$ cat src/rtl/updown_mod_counter_if.sv
// Control/status bundle for updown_mod_counter: the master drives count controls,
// the slave (the counter) returns the registered count and flags.
interface updown_mod_counter_if #(
    parameter int WIDTH = 6
);
    logic             en;
    logic             up;
    logic [WIDTH-1:0] step;
    logic [WIDTH-1:0] max_val;
    logic             ld;
    logic [WIDTH-1:0] ld_val;
    logic             clr_ovf;
    logic [WIDTH-1:0] q;
    logic             tc;
    logic             ovf;
    logic             done;

    modport master (
        output en, up, step, max_val, ld, ld_val, clr_ovf,
        input  q, tc, ovf, done
    );

    modport slave (
        input  en, up, step, max_val, ld, ld_val, clr_ovf,
        output q, tc, ovf, done
    );
endinterface

$ cat src/rtl/updown_mod_counter.sv
// Programmable up/down modulo counter with load, wrap/saturate policy, terminal-count
// pulse, sticky overflow flag and an optional one-shot DONE state.
module updown_mod_counter #(
    parameter int WIDTH   = 6,
    parameter int SAT     = 0,
    parameter int ONESHOT = 0,
    parameter int RST_VAL = 0
) (
    input  logic                 clk,
    input  logic                 rst,
    updown_mod_counter_if.slave  bus
);
    localparam int W1 = WIDTH + 1;
    localparam logic [W1-1:0]    ONE_X   = {{WIDTH{1'b0}}, 1'b1};
    localparam logic [WIDTH-1:0] ZERO_Q  = {WIDTH{1'b0}};
    localparam logic [WIDTH-1:0] RST_Q   = RST_VAL[WIDTH-1:0];
    localparam logic             SAT_EN  = (SAT != 32'sd0);
    localparam logic             ONE_EN  = (ONESHOT != 32'sd0);

    typedef enum logic [0:0] {
        RUN  = 1'b0,
        DONE = 1'b1
    } state_t;

    state_t           state_r;
    logic [WIDTH-1:0] q_r;
    logic             tc_r;
    logic             ovf_r;
    logic             done_r;

    logic [WIDTH-1:0] next_q_s;
    logic [WIDTH-1:0] ld_q_s;
    logic             cross_s;
    logic             active_s;
    logic [W1-1:0]    q_x_s;
    logic [W1-1:0]    step_x_s;
    logic [W1-1:0]    max_x_s;
    logic [W1-1:0]    sum_x_s;
    logic [W1-1:0]    wrap_up_s;
    logic [W1-1:0]    wrap_dn_s;

    // Widened arithmetic so carry and borrow are visible in the top bit.
    always_comb begin
        q_x_s     = {1'b0, q_r};
        step_x_s  = {1'b0, bus.step};
        max_x_s   = {1'b0, bus.max_val};
        sum_x_s   = q_x_s + step_x_s;
        wrap_up_s = sum_x_s - max_x_s - ONE_X;
        wrap_dn_s = q_x_s + max_x_s + ONE_X - step_x_s;
        active_s  = bus.en && (bus.step != ZERO_Q) && (state_r == RUN);
        if (bus.ld_val > bus.max_val) begin
            ld_q_s = bus.max_val;
        end else begin
            ld_q_s = bus.ld_val;
        end
    end

    // Next count and crossing detection for one enabled step.
    always_comb begin
        next_q_s = q_r;
        cross_s  = 1'b0;
        if (!active_s) begin
            next_q_s = q_r;
            cross_s  = 1'b0;
        end else if (bus.up) begin
            if (q_x_s > max_x_s) begin
                // Limit was lowered beneath the current count.
                cross_s  = 1'b1;
                next_q_s = SAT_EN ? bus.max_val : ZERO_Q;
            end else if (sum_x_s <= max_x_s) begin
                next_q_s = sum_x_s[WIDTH-1:0];
            end else begin
                cross_s = 1'b1;
                if (SAT_EN) begin
                    next_q_s = bus.max_val;
                end else if (wrap_up_s > max_x_s) begin
                    next_q_s = ZERO_Q;
                end else begin
                    next_q_s = wrap_up_s[WIDTH-1:0];
                end
            end
        end else begin
            if (q_x_s > max_x_s) begin
                cross_s  = 1'b1;
                next_q_s = bus.max_val;
            end else if (q_x_s >= step_x_s) begin
                next_q_s = q_r - bus.step;
            end else begin
                // A negative wrap result lands far above max_val and clamps.
                cross_s = 1'b1;
                if (SAT_EN) begin
                    next_q_s = ZERO_Q;
                end else if (wrap_dn_s > max_x_s) begin
                    next_q_s = bus.max_val;
                end else begin
                    next_q_s = wrap_dn_s[WIDTH-1:0];
                end
            end
        end
    end

    // Count register, flags and RUN/DONE state machine.
    always_ff @(posedge clk) begin
        if (rst) begin
            q_r     <= RST_Q;
            tc_r    <= 1'b0;
            ovf_r   <= 1'b0;
            done_r  <= 1'b0;
            state_r <= RUN;
        end else if (bus.ld) begin
            q_r     <= ld_q_s;
            tc_r    <= 1'b0;
            ovf_r   <= ovf_r;
            done_r  <= 1'b0;
            state_r <= RUN;
        end else begin
            q_r  <= next_q_s;
            tc_r <= cross_s;
            if (cross_s) begin
                ovf_r <= 1'b1;
            end else if (bus.clr_ovf) begin
                ovf_r <= 1'b0;
            end else begin
                ovf_r <= ovf_r;
            end
            case (state_r)
                RUN: begin
                    if (cross_s && ONE_EN) begin
                        state_r <= DONE;
                        done_r  <= 1'b1;
                    end else begin
                        state_r <= RUN;
                        done_r  <= 1'b0;
                    end
                end
                DONE: begin
                    state_r <= DONE;
                    done_r  <= 1'b1;
                end
                default: begin
                    state_r <= RUN;
                    done_r  <= 1'b0;
                end
            endcase
        end
    end

    assign bus.q    = q_r;
    assign bus.tc   = tc_r;
    assign bus.ovf  = ovf_r;
    assign bus.done = done_r;
endmodule

$ cat src/flat_wrapper.sv
// flat-port wrapper written by rule: the top's interface ports become plain ports
module updown_mod_counter_flat 
#(
    parameter int WIDTH   = 6,
    parameter int SAT     = 0,
    parameter int ONESHOT = 0,
    parameter int RST_VAL = 0
)
  (clk, rst, bus_en, bus_up, bus_step, bus_max_val, bus_ld, bus_ld_val, bus_clr_ovf, bus_q, bus_tc, bus_ovf, bus_done);
  updown_mod_counter_if #(.WIDTH(WIDTH)) bus_i ();
  input  logic clk;
  input  logic rst;
  input wire logic [$bits(bus_i.en)-1:0] bus_en;
  input wire logic [$bits(bus_i.up)-1:0] bus_up;
  input wire logic [$bits(bus_i.step)-1:0] bus_step;
  input wire logic [$bits(bus_i.max_val)-1:0] bus_max_val;
  input wire logic [$bits(bus_i.ld)-1:0] bus_ld;
  input wire logic [$bits(bus_i.ld_val)-1:0] bus_ld_val;
  input wire logic [$bits(bus_i.clr_ovf)-1:0] bus_clr_ovf;
  output wire logic [$bits(bus_i.q)-1:0] bus_q;
  output wire logic [$bits(bus_i.tc)-1:0] bus_tc;
  output wire logic [$bits(bus_i.ovf)-1:0] bus_ovf;
  output wire logic [$bits(bus_i.done)-1:0] bus_done;
  assign bus_i.en = bus_en;
  assign bus_i.up = bus_up;
  assign bus_i.step = bus_step;
  assign bus_i.max_val = bus_max_val;
  assign bus_i.ld = bus_ld;
  assign bus_i.ld_val = bus_ld_val;
  assign bus_i.clr_ovf = bus_clr_ovf;
  assign bus_q = bus_i.q;
  assign bus_tc = bus_i.tc;
  assign bus_ovf = bus_i.ovf;
  assign bus_done = bus_i.done;
  updown_mod_counter #(.WIDTH(WIDTH), .SAT(SAT), .ONESHOT(ONESHOT), .RST_VAL(RST_VAL)) u_core (.clk(clk), .rst(rst), .bus(bus_i));
endmodule
$ cat config.mk
export PLATFORM = sky130hd
export DESIGN_NAME = updown_mod_counter_flat
export DESIGN_NICKNAME = d
export VERILOG_FILES = /design/src/rtl/updown_mod_counter_if.sv /design/src/rtl/updown_mod_counter.sv /design/src/flat_wrapper.sv
export SDC_FILE = /design/constraint.sdc
export NUM_CORES = 1
export LEC_CHECK = 0
export ABC_AREA = 1
export CAP_MARGIN = 20
export CORE_UTILIZATION = 43
export DETAILED_ROUTE_END_ITERATION = 6
export GPL_TIMING_DRIVEN = 1
export SLEW_MARGIN = 20
export SYNTH_ARGS = -nofsm -noshare
export SYNTH_HDL_FRONTEND = slang
export SYNTH_SLANG_ARGS = --single-unit
export TNS_END_PERCENT = 30
$ cat constraint.sdc
create_clock -name clk -period 7.56 [get_ports clk]
set_input_delay 1.512 -clock clk [delete_from_list [all_inputs] [get_ports clk]]
set_output_delay 1.512 -clock clk [all_outputs]
set_load 0.02 [all_outputs]
==> results_dict.tcl <==
set metrics [dict create \
    outcome "complete, no violations" \
    postCtsSetupRepairBufs 0 \
    ant_nets 0 \
    wl_per_cell_um 15.0 \
    worst_setup_path_start_kind "input port" \
    power.total_uw 675 \
    reg2reg_from "u_core.bus.q[2]$_SDFFE_PP0P_" \
    cts-resized-gates 0 \
    grt_overflow 0 \
    drtIter0Drc 179 \
    layout_common_cells "91 x nand2_1, 67 x inv_1, 51 x ha_1, 35 x nand3_1, 31 x clkdlybuf4s50_1" \
    end_kind "flop" \
    path_class "in2reg" \
    crit_start "bus_max_val[0]" \
    cts_tree "yes" \
    finalNonFillerCells 512 \
    numCtsBuffers 3 \
    grt_usage_pct 25.7 \
    setup_viol 0 \
    start_util_pct 44.8 \
    num_rows 28 \
    yosysTopAreaCellShare_pct 23.9 \
    yosys_register_bits 8 \
    finish.instance_area_um2 3080 \
    crit_path_cell_trace "clkdlybuf4s50_1 > inv_1 > fa_1 > inv_1 > ha_1 > or2_2 > nand3_1 > nand4_1 > nand2_1 > inv_1 > ha_1 > nand2_1 > o21ai_0 > nor2_1 > nand2_1 > nand2_1 > nand2_1 > nand2_2 > nand2_2 > inv_2 > o211ai_1 > nand3_1 > nand2_1 > inv_1" \
    place_inst 509 \
    synth.area.top_cells "ha_1 24%, nand2_1 13%, inv_1 9.4%" \
    antenna_found_initial 0 \
    syn_inst 407 \
    viasPerCell 5.25 \
    drive_gt1_share_pct 8.24 \
    hold_viol 0 \
    multiInputGateArea_um2 2190 \
    cp_slowest_cell "clkdlybuf4s50_1" \
    die_area_um2 6520 \
    syn_area_um2 2670 \
    hold_start "u_core.bus.ovf$_SDFFE_PP0P_" \
    die_w_um 80.7 \
    drv_slew 0 \
    fp.dieH_um 80.7 \
    cp_max_fo 7 \
    layout_setup_ws_ns 2.00 \
    hp-class "reg2reg" \
    yosys.area.top_type "ha_1" \
    final_nets 523 \
    dp_hpwl_mm 6.44 \
    grt_pass1_wl_mm 12.7 \
    crit_required_ns 7.68 \
    htree_levels 1 \
    drt_first_pass_iters 5 \
    syn_to_final_growth_pct 15.4 \
    ctsHoldBuffers 0 \
    clk_path_buf_depth 2 \
    routed_wl_mm 7.66 \
    seqCellArea_um2 160 \
    place_area_um2 3040 \
    critPathArrivalTime_ns 5.68 \
    crit_path_max_incr_delay_ns 0.75 \
    clock-sinks 8 \
    seq_area_frac_synth_pct 6.01 \
    drcViolationCount 0 \
    cp_common_cell "nand2_1" \
    worst_pin_slew_ns 0.665 \
    ys_types 41 \
    cap_violations 0 \
    syn_area_per_cell_um2 6.55 \
    rsz0062_at_grt "no" \
    num_vias 2690 \
    grt_max_degree 12 \
    max_slew_margin_pct 55.6 \
    ys_warn_count 0 \
    root_buffer "clkbuf_8" \
    cts.clk_slew.worst_paths_ns 0.04 \
    tns_ns 0 \
    fmax_mhz 180 \
    gp_congestion 0.939 \
    pin_count 33 \
    fillers 606 \
    grt_pass1_vias 2512 \
    synth_nets 491 \
    period_share_pct 73.6 \
    skew_ns 0.00194 \
    pre_cts_ws_ns 1.85 \
    power_density_nw_per_um2 219 \
    fin_crit_ns 5.56 \
    vdd_ir_drop_max_mv 0.122 \
    final_common_cell "nand2_1" \
    insertion_delay_ns 0.22 \
    port_buffers 31 \
    coreArea_um2 5960 \
    num_antenna_cells 0 \
    p_leak_nw 1.65 \
]
==> logic make-up (layout without fill, tap and decap cells) <==
group | Yosys count | in the layout | synth area share, %
AND/OR/NAND/NOR | 175 | 175 | 30.5
buffers and inverters | 78 | 108 | 11.8
AO/OA/AOI/OAI | 71 | 71 | 16.3
adder cells (fa/ha/maj) | 60 | 60 | 30.7
XOR/XNOR | 14 | 14 | 4.60
flip-flops | 8 | 8 | 6.01
other | 1 | 1 | 0.141
==> final cells by class <==
class | count | share of cell area [%]
Multi-Input combinational cell | 321 | 71.2
Timing Repair Buffer | 31 | 10.1
Inverter | 74 | 9.11
Sequential cell | 8 | 5.21
Tap cell | 75 | 3.05
Clock buffer | 3 | 1.34
==> registers in the layout (all words and copies together) (netlist names) <==
signal          count
u_core.bus.ovf      1
u_core.bus.q        6
u_core.bus.tc       1
==> layer usage <==
metal	track usage, %	up-vias	routed length (um)
li1	-	1389	-
met1	36.4	1194	3780
met2	42.7	95	3310
met3	2.25	12	450
met4	4.29	0	116
met5	0	-	0
==> Yosys cell counts, drive strengths merged <==
master,n
nand2,103
inv,72
ha,51
nand3,37
a21oi,33
nor2,23
o21ai,20
fa,9
dfxtp,8
xor2,8
nand4,6
xnor2,6
o211ai,5
buf,4
a21o,3
a31oi,3
nand3b,3
o21bai,3
clkinv,2
a21boi,1
conb,1
nor3,1
nor4,1
o2111ai,1
o21a,1
o31ai,1
or2,1
==> critical path: cells and delay by family <==
family,cells,cell delay (ns)
AND/OR/NAND/NOR,13,1.38
buffers and inverters,6,1.29
adder cells (fa/ha/maj),3,1.18
AO/OA/AOI/OAI,2,0.32
==> final timing paths <==
kind	slack, ns	to	cells after the start
max	2.00	u_core.bus.q[1]$_SDFFE_PP0P_	24
min	0.49	u_core.bus.ovf$_SDFFE_PP0P_	2
max reg2reg	3.58	u_core.bus.q[2]$_SDFFE_PP0P_	22
min reg2reg	0.49	u_core.bus.ovf$_SDFFE_PP0P_	2
==> through the flow <==
step	hold WS [ns]	utilization [%]
floorplan	0.557	-
global placement	0.473	51.0
detailed placement	0.477	51.0
CTS	0.493	51.7
global route	0.519	51.7
finish	0.487	51.7
==> where the power goes <==
group	switching, mW	internal [mW]	total (mW)
Sequential	0.0139	0.0482	0.0622
Combinational	0.349	0.213	0.562
Clock	0.0164	0.0345	0.0509
Total	0.379	0.296	0.675
No activity file was read; power rests on OpenSTA's default activity.
